<file path="src/rtl/mem_port_arbiter.sv">
// Arbiter sharing one memory port between instruction fetch and the LSU.
// Round-robin on contention, one outstanding transaction, registered
// responses, and a watchdog that force-completes unanswered transactions.
module mem_port_arbiter #(
    parameter int unsigned DATA_WIDTH      = 32,
    parameter int unsigned BYTE_DATA_WIDTH = 4,
    parameter int unsigned TIMEOUT_CYCLES  = 255,
    parameter int unsigned CNT_WIDTH       = 8
) (
    input  logic                       clk,
    input  logic                       rst,
    input  logic                       inst_req,
    input  logic [DATA_WIDTH-1:0]      inst_addr,
    output logic                       inst_valid,
    output logic [DATA_WIDTH-1:0]      inst_data,
    input  logic                       data_req,
    input  logic                       data_we,
    input  logic [BYTE_DATA_WIDTH-1:0] byte_enable,
    input  logic [DATA_WIDTH-1:0]      data_addr,
    input  logic [DATA_WIDTH-1:0]      wdata,
    output logic                       data_valid,
    output logic [DATA_WIDTH-1:0]      rdata,
    output logic                       mem_req,
    output logic                       mem_we,
    output logic [BYTE_DATA_WIDTH-1:0] mem_be,
    output logic [DATA_WIDTH-1:0]      mem_addr,
    output logic [DATA_WIDTH-1:0]      mem_wdata,
    input  logic                       mem_valid,
    input  logic [DATA_WIDTH-1:0]      mem_rdata,
    output logic                       bus_error
);

    typedef enum logic [1:0] {
        IDLE,
        BUSY_I,
        BUSY_D,
        DONE
    } state_t;

    typedef enum logic {
        PORT_INST,
        PORT_DATA
    } port_t;

    // Watchdog compares against limit-1 so the timeout is taken in the
    // TIMEOUT_CYCLES-th BUSY cycle rather than one cycle later.
    localparam logic [CNT_WIDTH-1:0] WD_LAST = CNT_WIDTH'(TIMEOUT_CYCLES - 1);

    state_t               state_q;
    state_t               state_d;
    port_t                last_grant_q;
    logic [CNT_WIDTH-1:0] wd_q;
    logic                 timed_out_q;

    logic busy;
    logic grant_inst;
    logic grant_data;
    logic timeout_hit;
    logic complete;

    // Grant and completion conditions shared by the FSM and the datapath
    always_comb begin
        busy        = (state_q == BUSY_I) || (state_q == BUSY_D);
        grant_inst  = (state_q == IDLE) && inst_req &&
                      (!data_req || (last_grant_q == PORT_DATA));
        grant_data  = (state_q == IDLE) && data_req && !grant_inst;
        timeout_hit = busy && !mem_valid && (wd_q == WD_LAST);
        complete    = busy && (mem_valid || timeout_hit);
    end

    // State register
    always_ff @(posedge clk or negedge rst) begin
        if (!rst) begin
            state_q <= IDLE;
        end else begin
            state_q <= state_d;
        end
    end

    // Next-state logic
    always_comb begin
        state_d = state_q;
        unique case (state_q)
            IDLE: begin
                if (grant_inst) begin
                    state_d = BUSY_I;
                end else if (grant_data) begin
                    state_d = BUSY_D;
                end
            end
            BUSY_I, BUSY_D: begin
                if (complete) begin
                    state_d = DONE;
                end
            end
            DONE: state_d = IDLE;
            default: state_d = IDLE;
        endcase
    end

    // Moore outputs decoded from the state and grant registers
    always_comb begin
        mem_req    = busy;
        inst_valid = (state_q == DONE) && (last_grant_q == PORT_INST);
        data_valid = (state_q == DONE) && (last_grant_q == PORT_DATA);
        bus_error  = (state_q == DONE) && timed_out_q;
    end

    // Request latching at grant, response capture at completion
    always_ff @(posedge clk or negedge rst) begin
        if (!rst) begin
            last_grant_q <= PORT_DATA;
            mem_we       <= 1'b0;
            mem_be       <= '0;
            mem_addr     <= '0;
            mem_wdata    <= '0;
            inst_data    <= '0;
            rdata        <= '0;
            timed_out_q  <= 1'b0;
        end else begin
            if (grant_inst) begin
                last_grant_q <= PORT_INST;
                mem_we       <= 1'b0;
                mem_be       <= '1;
                mem_addr     <= inst_addr;
                mem_wdata    <= '0;
            end else if (grant_data) begin
                last_grant_q <= PORT_DATA;
                mem_we       <= data_we;
                mem_be       <= byte_enable;
                mem_addr     <= data_addr;
                mem_wdata    <= wdata;
            end
            if (complete) begin
                timed_out_q <= timeout_hit;
                if (last_grant_q == PORT_INST) begin
                    inst_data <= timeout_hit ? '0 : mem_rdata;
                end else begin
                    rdata <= timeout_hit ? '0 : mem_rdata;
                end
            end
        end
    end

    // Watchdog: counts unanswered BUSY cycles, cleared in DONE
    always_ff @(posedge clk or negedge rst) begin
        if (!rst) begin
            wd_q <= '0;
        end else if (state_q == DONE) begin
            wd_q <= '0;
        end else if (busy && !mem_valid) begin
            wd_q <= wd_q + 1'b1;
        end
    end

endmodule

</file>
<file path="config.mk">
export PLATFORM = sky130hd
export DESIGN_NAME = mem_port_arbiter
export DESIGN_NICKNAME = d
export VERILOG_FILES = /design/src/rtl/mem_port_arbiter.sv
export SDC_FILE = /design/constraint.sdc
export NUM_CORES = 1
export LEC_CHECK = 0
export CORE_MARGIN = 3
export CORE_UTILIZATION = 35
export DETAILED_ROUTE_END_ITERATION = 8
export GPL_TIMING_DRIVEN = 0
export PLACE_DENSITY = 0.77
export SETUP_SLACK_MARGIN = 0.5
export SLEW_MARGIN = 5
export SYNTH_ARGS = -nofsm -noshare
export SYNTH_HDL_FRONTEND = slang
export SYNTH_SLANG_ARGS = --single-unit
</file>
<file path="constraint.sdc">
create_clock -name clk -period 2.2 [get_ports clk]
set_input_delay 0.44 -clock clk [delete_from_list [all_inputs] [get_ports clk]]
set_output_delay 0.44 -clock clk [all_outputs]
set_load 0.005 [all_outputs]
</file>
; Word-level counts from Yosys, hierarchy flattened
; Index checks and enable logic that the tools add are counted.
[word_totals]
register_bits = 145
output_inout_bits = 137
elab_cells = 58
[op_classes]
add_sub_neg = 1
eq_ne = 6
mux = 17
bitwise_logic = 1
n_reduce_logical = 23
[op_table]
columns = op, count
row1 = $mux 32, 5
row2 = $mux 8, 2
row3 = $logic_and 1x1->1, 10
row4 = $add 8x1->8 const B, 1
row5 = $eq 8x8->1 const B, 1
row6 = $mux 4, 2
row7 = $mux 2, 3
row8 = $pmux 2 s3, 1
row9 = $reduce_and 2->1, 3
row10 = $eq 2x2->1 const B, 2
row11 = $mux 1, 4
row12 = $reduce_bool 2->1, 2
row13 = $logic_not 1->1, 3
row14 = $logic_or 1x1->1, 3
row15 = $ne 3x3->1 const B, 1
row16 = $eq 2x1->1 const B, 1
row17 = $logic_not 2->1, 1
row18 = $ne 2x2->1 const B, 1
row19 = $reduce_or 2->1, 1
row20 = $not 1->1, 1

; Depth between registers and ports, before layout
; Gate-level depths: netlist of the first run.
[logic_depth]
ltp_word = 8
mapped_depth = 8
depth_no_buf = 6

; Worst setup path before layout of the first run
; OpenSTA, ideal clock, no wires.
[synth_path]
path_type = register to register
startpoint = register state_q[0]
endpoint = register rdata[10]
setup_time_ns = 0.122
arrival_time_ns = 1.619
slack_ns = 0.459
stages_incl_launch_ff = 9
period_less_slack_ns = 1.741
cell_sequence = dfrtp_1 > inv_1 > ha_1 > buf_2 > and2_1 > clkbuf_1 > o21ai_2 > buf_2 > a32o_1
[synth_via]
elab_chain_len = 7
word_cells_on_any_way = 9
classes_between = 2 x eq/ne / 1 x mux / 6 x reduce/logical
[synth_rtl]
columns = element, line_no
row1 = from (decl), 49  ; state_t state_q;
row2 = from (signal assigned), 76  ; state_q <= state_d;
row3 = $eq 2x1->1 or $eq 2x2->1 (tied branches), 63  ; busy = (state_q == BUSY_I) || (state_q == BUSY_D);
row4 = $logic_or 1x1->1 *, 63
row5 = net mem_req, 23  ; output logic mem_req,
row6 = $logic_and 1x1->1 (2 in a row), 67  ; timeout_hit = busy && !mem_valid && (wd_q == WD_LAST);
row7 = $logic_or 1x1->1, 68  ; complete = busy && (mem_valid || timeout_hit);
row8 = $logic_and 1x1->1, 68
row9 = $reduce_and 2->1 (no source line), -
row10 = to (signal assigned), 139  ; rdata <= timeout_hit ? '0 : mem_rdata;
row11 = to (decl), 22  ; output logic [DATA_WIDTH-1:0] rdata,
; Mark *: on every way through the listed nets, which the timed path passes. The rest lies on a longest branch.
; A chain may end at the register's enable or synchronous reset.

; Worst setup path in the final report of the first run
[layout_path]
startpoint = register state_q[0]
endpoint = output data_valid
[layout_via]
elab_chain_len = 2
[layout_rtl]
columns = element, line_no
row1 = $eq 2x2->1, 105  ; data_valid = (state_q == DONE) && (last_grant_q == PORT_DATA);
row2 = $logic_and 1x1->1, 105
row3 = to (decl), 21  ; output logic data_valid,
; Every way passes these cells.

==> flow_metrics.py, run 1 <==
metrics = {
    "worst_setup_path": {
        "worst_ep_arrival_time_ns": 1.41,
        "criticalPathCategory": "reg -> out",
        "crit_slowest_cell": "dfrtp_1",
        "path_delay_family": "flip-flops",
        "startpoint_type": "flop",
        "slowest_delay_ns": 0.43,
        "worstPathBufferInverterCount": 2,
        "critical_path.endpoint_type": "output port",
        "cp_cell_sequence": "ha_4 > buf_8 > and2_4 > buf_6",
        "crit_required_ns": 1.76,
        "crit_path_max_fanout": 3,
        "r2r-end": "wd_q[7]",
        "reg2reg_setup_slack_ns": 0.40,
        "rr_startpoint": "state_q[0]",
        "rr_worst_depth": 7,
    },
    "global_route": {
        "gr-usage-all-layers": 0.2095,
        "grt_antenna_before_repair": 1,
        "globalRouteOverflowTotal": 0,
        "global_route_wire_length_before_repair_mm": 29.59,
        "grt_pass1_vias": 5510,
        "maximum_number_of_pins_on_one_net_before_global_route_repair": 98,
    },
    "floorplan": {
        "row_count": 46,
        "dieWidth_um": 134.7,
        "die_height_um": 134.7,
        "fp.dieArea_mm2": 0.01815,
        "io-pin-count": 275,
        "core_region_area_mm2": 0.01606,
        "start_util": 0.3612,
    },
    "finish": {
        "n_antenna_cell": 0,
        "post_layout_nonfiller_instances": 1021,
        "ff_latch_area_mm2": 0.003630,
        "syn2layout_area_growth_pct": 73.48,
        "final_net_count": 936,
        "mostFrequentLayoutCell": "dfrtp_1",
        "layout.cells.most_common_list": "dfrtp_1, clkdlybuf4s50_1, dlygate4sd2_1",
        "footprint_of_the_multi_input_gates_mm2": 0.002061,
        "utilization": 0.6265,
        "n_fill_cell": 1275,
        "final_layout_size_suffix_gt1_frac": 0.1851,
        "final_area_mm2": 0.01006,
    },
    "clock_tree": {
        "tritoncts": "done",
        "clk_latency_ns": 0.42,
        "clock_sink_count": 145,
        "cts-htree-levels": 4,
        "cts_made_buffers": 17,
        "cts_max_path_buffers": 2,
        "clkTransAtPathRegs_ns": 0.06,
        "clock-root-buffer": "clkbuf_16",
    },
    "timing": {
        "clock-skew-final_ns": 0.007425,
        "rsz0062_at_grt": "true",
        "max-slew-margin-rel": 0.6433,
        "finalSetupViolCount": 0,
        "timing.final.crit_period_ns": 1.854,
        "worst_slew_pin_slew_ns": 0.5351,
        "final_critical_path_setup_slack_ns": 0.3463,
        "final_min_period_over_clock_period": 0.8426,
        "fin_tns_setup_ns": 0,
        "report.final.slew_viol_count": 0,
        "final_hold_viol_count": 0,
        "max_clock_freq_ghz": 0.5395,
    },
    "pwr": {
        "static-leakage-power_nw": 4.913,
        "peakVddDrop_v": 0.0006389,
        "power_per_unit_of_standard_cell_area_mw_per_mm2": 1404,
    },
    "placed_design": {
        "dp_hpwl_mm": 14.12,
        "placed_cells_incl_taps": 938,
        "preCtsSetupSlack_ns": -0.3740,
        "place_congestion": 0.8369,
        "placement.io_buffers": 274,
        "placedInstanceArea_mm2": 0.008850,
    },
    "synth": {
        "yosys_register_bits": 145,
        "synth-seq-area-share": 0.6259,
        "netlist.area_leader.share": 0.6214,
        "synth_nets": 590,
        "synth_area_mm2": 0.005799,
        "synth.yosys.warnings": 0,
        "synthCells": 447,
        "yosys.cell_types.count": 34,
        "yosys.area.top_type": "dfrtp_1",
        "synthesis.area_per_instance_um2": 12.97,
        "synth.area.top_cells": "dfrtp_1, a32o_1, mux2i_1",
    },
    "route": {
        "routed_wl_mm": 19.64,
        "firstDrtPassIters": 4,
        "drt-initial-drc-count": 238,
        "vias_after_detailed_routing": 5263,
        "routedWlPerCell_um": 19.24,
        "routed_via_density": 5.155,
        "ant_nets": 0,
        "route.detailed.drc": 0,
    },
    "worst_hold_path": {
        "hold_path_end": "mem_addr[29]",
        "min_from": "mem_addr[29]",
        "worst_hold_path_type": "reg -> reg",
        "min_delay_path_depth": 2,
    },
    "job": {
        "drv.max_cap_violation_count": 0,
    },
    "outcome": {
        "run_status": "complete, no violations",
    },
}
[flip-flops by register name, summed over array words and instances (netlist names)]
| signal | cells |
|---|---|
| timed_out_q | 1 |
| mem_wdata | 32 |
| last_grant_q | 1 |
| mem_addr | 32 |
| mem_be | 4 |
| mem_we | 1 |
| state_q | 2 |
| rdata | 32 |
| inst_data | 32 |
| wd_q | 8 |
[final cells by class]
type,instances,share of cell area
clock buffers,17,0.04228
clock inverters,14,0.01766
multi-input cells,256,0.2048
plain buffers,40,0.03532
repair buffers,327,0.3100
inverters,6,0.002239
well taps,216,0.02686
flip-flops and latches,145,0.3608
[routing by layer]
| metal | global-route usage | part of all wire | vias up |
|---|---|---|---|
| li1 | - | - | 2393 |
| met2 | 0.3688 | 0.51 | 242 |
| met4 | 0.06448 | 0.013 | 2 |
| met1 | 0.2326 | 0.38 | 2608 |
| met3 | 0.08458 | 0.098 | 18 |
| met5 | 0 | 0.00036 | - |
[stage by stage]
step	hold WS [ns]	power, mW
2_1_floorplan	0.1444	7.088
3_3_place_gp	0.4624	10.42
6_report	0.4778	14.12
4_1_cts	0.4797	13.70
5_1_grt	0.4969	14.93
3_5_place_dp	0.4103	10.63
[repair_timing]
action                                 in CTS  in global routing
gates cloned                                6                  3
hold buffers                                1                  0
endpoints found under the hold margin      48                  0
pin swaps                                   3                  2
setup buffers                              33                  9
gates resized for setup                   214                 48
setup endpoints to repair                 265                135
[where the power goes]
| group | internal, mW | total, mW | switching [mW] |
|---|---|---|---|
| clock | 1.80 | 2.96 | 1.17 |
| combinational | 3.81 | 6.59 | 2.78 |
| sequential | 3.89 | 4.57 | 0.677 |
| total | 9.50 | 14.1 | 4.62 |
[cell families (layout without fill, tap and decap cells)]
logic type / after synthesis / after routing / synth area share
DFF: 145 / 145 / 0.6259
AOI/OAI and AO/OA: 150 / 150 / 0.2129
xor gates and xnor gates: 5 / 5 / 0.007551
buffers and inverters: 46 / 404 / 0.03689
and+or+nand+nor: 64 / 64 / 0.05070
muxes: 32 / 32 / 0.05523
adders and majority gates: 5 / 5 / 0.01079
[worst register-to-register path: cells and delay by family, from the launching register on]
kind          cells  cell delay (ns)
simple gates      3             0.64
fa+ha+maj         1             0.28
buf+inv           2             0.20
xor+xnor          1             0.15
flops             1             0.42
[cell usage after synthesis (all sizes together)]
| cell | number |
|---|---|
| and2 | 4 |
| o22ai | 2 |
| or3 | 2 |
| nand3b | 1 |
| buf | 21 |
| nand3 | 1 |
| and4b | 1 |
| nor2 | 10 |
| ha | 5 |
| dfstp | 1 |
| nand2b | 1 |
| a32o | 64 |
| clkbuf | 19 |
| xor2 | 4 |
| a21oi | 6 |
| a2bb2oi | 1 |
| a22o | 33 |
| dfrtp | 144 |
| nand4 | 2 |
| nand2 | 37 |
| xnor2 | 1 |
| mux2i | 32 |
| nor2b | 4 |
| or3b | 1 |
| o21ai | 38 |
| o211ai | 1 |
| inv | 6 |
| o22a | 5 |
[how the worst max path moves through the flow]
| stage | start | end | slack [ns] | cells past startpoint |
|---|---|---|---|---|
| floorplan | state_q[0] | wd_q[7] | 0.50 | 7 |
| global placement | rst | mem_wdata[5] | -4.87 | 1 |
| detailed placement | inst_req | mem_addr[28] | -0.37 | 6 |
| CTS | state_q[0] | data_valid | 0.33 | 4 |
| global route | state_q[0] | data_valid | 0.29 | 4 |
| finish | state_q[0] | data_valid | 0.35 | 4 |
No activity file was read; power rests on OpenSTA's default activity.
==> run 2, diff against run 1 <==
--- a/config.mk
+++ b/config.mk
@@ -9,7 +9,7 @@
 export CORE_UTILIZATION = 35
 export DETAILED_ROUTE_END_ITERATION = 8
 export GPL_TIMING_DRIVEN = 0
-export PLACE_DENSITY = 0.77
+export PLACE_DENSITY = 0.8
 export SETUP_SLACK_MARGIN = 0.5
 export SLEW_MARGIN = 5
 export SYNTH_ARGS = -nofsm -noshare
==> constraint.sdc (replaced) <==
create_clock -name clk -period 1.56 [get_ports clk]
set_input_delay 0.312 -clock clk [delete_from_list [all_inputs] [get_ports clk]]
set_output_delay 0.312 -clock clk [all_outputs]
set_load 0.005 [all_outputs]
==> run 2 against run 1 <==
The run now ends with negative hold slack, negative setup slack left. Clock skew barely moved. Worst setup slack worse by 0.61 ns. First-iteration DRC count grew 9.7%. Core utilization increased by 3.8 points. Critical path type is now reg -> reg.
==> flow_metrics.py, run 2 (synthesis results as in run 1) <==
metrics = {
    "clock_tree": {
        "clkTransAtPathRegs_ns": 0.06,
        "clk_latency_ns": 0.41,
        "clock-root-buffer": "clkbuf_16",
        "cts-htree-levels": 4,
        "tritoncts": "done",
        "cts_made_buffers": 17,
        "cts_max_path_buffers": 2,
        "clock_sink_count": 145,
    },
    "worst_setup_path": {
        "crit_path_max_fanout": 8,
        "cp_cell_sequence": "buf_6 > inv_4 > ha_4 > buf_6 > nor2b_4 > buf_6 > o21ai_4 > buf_6 > a32o_2",
        "worstPathBufferInverterCount": 5,
        "startpoint_type": "flop",
        "crit_required_ns": 1.86,
        "r2r-end": "inst_data[22]",
        "criticalPathCategory": "reg -> reg",
        "rr_worst_depth": 9,
        "crit_slowest_cell": "dfrtp_1",
        "critical_path.endpoint_type": "flop",
        "worst_ep_arrival_time_ns": 2.12,
        "path_delay_family": "buffers and inverters",
        "slowest_delay_ns": 0.37,
        "worst_path_most_repeated_cell": "buf_6",
        "rr_startpoint": "state_q[1]",
        "reg2reg_setup_slack_ns": -0.26,
    },
    "global_route": {
        "grt_antenna_before_repair": 0,
        "met1_usage_in_global_routing": 0.2653,
        "grt_pass1_vias": 5981,
        "globalRouteOverflowTotal": 0,
        "maximum_number_of_pins_on_one_net_before_global_route_repair": 76,
        "global_route.usage.met2": 0.3933,
        "global_route_wire_length_before_repair_mm": 32.11,
        "use_met3": 0.06520,
        "grt_most_used_layer": "met2",
        "gr-usage-all-layers": 0.2252,
    },
    "route": {
        "drt-initial-drc-count": 261,
        "route.detailed.drc": 0,
        "vias_after_detailed_routing": 5722,
        "ant_nets": 0,
        "firstDrtPassIters": 4,
        "routedWlPerCell_um": 19.42,
        "routed_wl_mm": 21.57,
        "routed_via_density": 5.150,
    },
    "pwr": {
        "static-leakage-power_nw": 5.159,
        "power_mw": 22.13,
        "peakVddDrop_v": 0.0009547,
        "power_per_unit_of_standard_cell_area_mw_per_mm2": 2074,
    },
    "timing": {
        "worst_slew_pin_slew_ns": 0.6744,
        "final_min_period_over_clock_period": 1.169,
        "rsz0062_at_grt": "true",
        "final_hold_viol_count": 70,
        "max_clock_freq_ghz": 0.5485,
        "clock-skew-final_ns": 0.007691,
        "holdWs_ns": -0.1102,
        "finalSetupViolCount": 106,
        "report.final.slew_viol_count": 0,
        "max-slew-margin-rel": 0.5504,
        "fin_tns_setup_ns": -15.76,
        "timing.final.crit_period_ns": 1.823,
        "final_critical_path_setup_slack_ns": -0.2633,
    },
    "floorplan": {
        "row_count": 46,
        "core_region_area_mm2": 0.01606,
        "fp.dieArea_mm2": 0.01815,
        "start_util": 0.3612,
        "io-pin-count": 275,
        "die_height_um": 134.7,
        "dieWidth_um": 134.7,
    },
    "outcome": {
        "failed_checks": "negative hold slack, negative setup slack",
        "run_status": "finished with violations",
    },
    "finish": {
        "layout.cells.most_common_list": "dfrtp_1, clkdlybuf4s50_1, buf_2",
        "syn2layout_area_growth_pct": 83.97,
        "n_antenna_cell": 0,
        "mostFrequentLayoutCell": "dfrtp_1",
        "n_fill_cell": 1150,
        "final_net_count": 1025,
        "utilization": 0.6644,
        "post_layout_nonfiller_instances": 1111,
        "final_layout_size_suffix_gt1_frac": 0.4436,
    },
    "placed_design": {
        "placement.io_buffers": 274,
        "preCtsSetupSlack_ns": -0.6628,
        "dp_hpwl_mm": 14.02,
        "place_congestion": 0.8361,
        "placed_cells_incl_taps": 938,
    },
    "job": {
        "drv.max_cap_violation_count": 0,
    },
    "worst_hold_path": {
        "worst_hold_path_type": "in -> async",
    },
}
-- run 2: cell count changes in the layout (fill, tap and decap cells not counted), moves of 10 or more --
cell,delta
o21ai_1,+31
buf_4,+70
dlygate4sd2_1,-134
buf_2,+132
o21ai_0,-33
buf_6,+10
mux2i_1,-13
-- run 2: layout make-up --
cell class / count / area (um^2) / area share
sequential: 145 / 3631 / 0.3403
clock buffer: 20 / 436.7 / 0.04093
tap: 216 / 270.3 / 0.02533
clock inverter: 12 / 160.2 / 0.01501
multi-input combinational: 256 / 2226 / 0.2086
inverter: 6 / 30.03 / 0.002815
timing repair buffer: 416 / 3428 / 0.3213
buffer: 40 / 486.7 / 0.04562
-- run 2: worst max-delay path by stage --
stage / start / endpoint / slack, ns / cells after the start
6_report: state_q[1] / inst_data[22] / -0.26 / 9
5_1_grt: state_q[1] / wd_q[7] / -0.32 / 8
4_1_cts: state_q[0] / inst_data[12] / -0.23 / 9
3_5_place_dp: mem_valid / inst_data[12] / -0.66 / 4
3_3_place_gp: rst / mem_addr[14] / -5.32 / 1
2_1_floorplan: state_q[0] / wd_q[7] / -0.07 / 7
-- run 2: report_power, final --
group	total, mW	leakage, nW	switching [mW]	internal, mW
Sequential	6.49	1.81	1.00	5.49
Clock	4.15	0.277	1.63	2.53
Combinational	11.5	3.07	4.67	6.81
-- run 2: worst register-to-register path, cell delays in order, from the launching register on --
cell,delay [ns]
dfrtp_1,0.37
buf_6,0.11
inv_4,0.04
ha_4,0.26
buf_6,0.12
nor2b_4,0.14
buf_6,0.12
o21ai_4,0.12
buf_6,0.18
a32o_2,0.24
-- run 2: metal layers --
layer / vias up / part of all wire
met5: - / 0
met4: 0 / 0.028
met3: 42 / 0.078
met2: 268 / 0.51
met1: 2852 / 0.38
li1: 2560 / -
-- run 2: through the flow --
step | cell area, um^2 | hold slack (ns)
2_1_floorplan | 6031 | 0.01641
5_1_grt | 10670 | -0.05634
3_5_place_dp | 9072 | 0.3582
4_1_cts | 10210 | -0.07788
3_3_place_gp | 9044 | 0.4686
6_report | 10670 | -0.1102
-- run 2: what timing repair did --
| action | 4_1_cts | 5_1_grt |
|---|---|---|
| setup endpoints to repair | 282 | 282 |
| endpoints found under the hold margin | 70 | 70 |
| gates cloned | 16 | 1 |
| buffers inserted | 81 | 43 |
| gates resized for setup | 642 | 37 |
| pin swaps | 29 | 12 |
==> run 3, diff against run 2 <==
--- a/config.mk
+++ b/config.mk
@@ -5,6 +5,7 @@
 export SDC_FILE = /design/constraint.sdc
 export NUM_CORES = 1
 export LEC_CHECK = 0
+export CAP_MARGIN = 25
 export CORE_MARGIN = 3
 export CORE_UTILIZATION = 35
 export DETAILED_ROUTE_END_ITERATION = 8
==> run 3 against run 2 <==
Core utilization unchanged. First-iteration DRC count unchanged. Clock-buffer cell count unchanged. Non-clock buffer count unchanged. Sequential power about the same. The flow still finishes with violations (negative hold slack, negative setup slack). Fmax unchanged. Register-to-register slack about the same.
==> flow_metrics.py, run 3 (synthesis results as in run 1) <==
metrics = {
    "placed_design": {
        "placement.io_buffers": 274,
        "place_congestion": 0.8361,
        "dp_hpwl_mm": 14.02,
        "placed_cells_incl_taps": 938,
    },
    "job": {
        "drv.max_cap_violation_count": 0,
    },
    "worst_setup_path": {
        "path_delay_family": "buffers and inverters",
        "critical_path.endpoint_type": "flop",
        "rr_startpoint": "state_q[1]",
        "criticalPathCategory": "reg -> reg",
        "r2r-end": "inst_data[22]",
        "cp_cell_sequence": "buf_6 > inv_4 > ha_4 > buf_6 > nor2b_4 > buf_6 > o21ai_4 > buf_6 > a32o_2",
        "startpoint_type": "flop",
        "reg2reg_setup_slack_ns": -0.26,
        "crit_path_max_fanout": 8,
        "worst_ep_arrival_time_ns": 2.12,
        "worst_path_most_repeated_cell": "buf_6",
        "worstPathBufferInverterCount": 5,
        "rr_worst_depth": 9,
        "slowest_delay_ns": 0.37,
        "crit_slowest_cell": "dfrtp_1",
        "crit_required_ns": 1.86,
    },
    "timing": {
        "worst_slew_pin_slew_ns": 0.6744,
        "holdWs_ns": -0.1102,
        "final_hold_viol_count": 70,
        "final_critical_path_setup_slack_ns": -0.2633,
        "clock-skew-final_ns": 0.007691,
        "final_min_period_over_clock_period": 1.169,
        "rsz0062_at_grt": "true",
        "timing.final.crit_period_ns": 1.823,
        "report.final.slew_viol_count": 0,
        "fin_tns_setup_ns": -15.76,
        "max-slew-margin-rel": 0.5504,
        "max_clock_freq_ghz": 0.5485,
        "finalSetupViolCount": 106,
    },
    "global_route": {
        "gr-usage-all-layers": 0.2252,
        "globalRouteOverflowTotal": 0,
        "grt_pass1_vias": 5981,
        "maximum_number_of_pins_on_one_net_before_global_route_repair": 76,
        "global_route_wire_length_before_repair_mm": 32.11,
        "grt_antenna_before_repair": 0,
    },
    "route": {
        "route.detailed.drc": 0,
        "drt-initial-drc-count": 261,
        "vias_after_detailed_routing": 5722,
        "routed_wl_mm": 21.57,
        "ant_nets": 0,
        "firstDrtPassIters": 4,
        "routed_via_density": 5.150,
        "routedWlPerCell_um": 19.42,
    },
    "finish": {
        "syn2layout_area_growth_pct": 83.97,
        "mostFrequentLayoutCell": "dfrtp_1",
        "final_layout_size_suffix_gt1_frac": 0.4436,
        "footprint_of_the_multi_input_gates_mm2": 0.002226,
        "post_layout_nonfiller_instances": 1111,
        "n_antenna_cell": 0,
        "final_net_count": 1025,
        "n_fill_cell": 1150,
        "layout.cells.most_common_list": "dfrtp_1, clkdlybuf4s50_1, buf_2",
        "utilization": 0.6644,
        "ff_latch_area_mm2": 0.003631,
    },
    "outcome": {
        "run_status": "finished with violations",
        "failed_checks": "negative hold slack, negative setup slack",
    },
    "clock_tree": {
        "cts-htree-levels": 4,
        "cts_max_path_buffers": 2,
        "tritoncts": "done",
        "cts_made_buffers": 17,
        "clock-root-buffer": "clkbuf_16",
        "clkTransAtPathRegs_ns": 0.06,
        "clk_latency_ns": 0.41,
        "clock_sink_count": 145,
    },
    "pwr": {
        "peakVddDrop_v": 0.0009547,
        "power_per_unit_of_standard_cell_area_mw_per_mm2": 2074,
        "static-leakage-power_nw": 5.159,
    },
    "floorplan": {
        "die_height_um": 134.7,
        "fp.dieArea_mm2": 0.01815,
        "dieWidth_um": 134.7,
        "core_region_area_mm2": 0.01606,
        "row_count": 46,
        "io-pin-count": 275,
        "start_util": 0.3612,
    },
    "worst_hold_path": {
        "worst_hold_path_type": "in -> async",
    },
}
-- run 3: worst max-delay path by stage --
stage,startpoint,end,slack (ns),cells after the start
2_1_floorplan,state_q[0],wd_q[7],-0.07,7
3_3_place_gp,rst,mem_addr[14],-5.32,1
3_5_place_dp,mem_valid,inst_data[12],-0.66,4
4_1_cts,state_q[0],inst_data[12],-0.23,9
5_1_grt,state_q[1],wd_q[7],-0.32,8
6_report,state_q[1],inst_data[22],-0.26,9
-- run 3: final cells by class --
cell class	count	area share
Clock buffer	20	0.04093
Multi-Input combinational cell	256	0.2086
Buffer	40	0.04562
Tap cell	216	0.02533
Timing Repair Buffer	416	0.3213
Sequential cell	145	0.3403
Inverter	6	0.002815
Clock inverter	12	0.01501
-- run 3: repair_timing --
action	in CTS	in global routing
cloned	16	1
pin swaps	29	12
setup buffers	81	43
setup endpoints to repair	282	282
endpoints found under the hold margin	70	70
gates resized for setup	642	37
-- run 3: metrics by stage --
step,setup slack [ns],power (mW),area [um^2]
2_1_floorplan,-0.07244,10.68,6031
3_3_place_gp,-5.319,15.33,9044
3_5_place_dp,-0.6628,15.71,9072
4_1_cts,-0.2320,20.94,10210
5_1_grt,-0.3200,23.32,10670
6_report,-0.2633,22.13,10670
-- run 3: power breakdown --
part           internal [mW]  total [mW]  switching (mW)
combinational           6.81        11.5            4.67
clock                   2.53        4.15            1.63
sequential              5.49        6.49            1.00
-- run 3: metal layers --
| layer | routed length [um] | global-route usage | vias to the layer above | share of wire |
|---|---|---|---|---|
| met2 | 11000 | 0.3933 | 268 | 0.51 |
| met4 | 594 | 0.07919 | 0 | 0.028 |
| met5 | 0 | 0 | - | 0 |
| met3 | 1690 | 0.06520 | 42 | 0.078 |
| li1 | - | - | 2560 | - |
| met1 | 8292 | 0.2653 | 2852 | 0.38 |
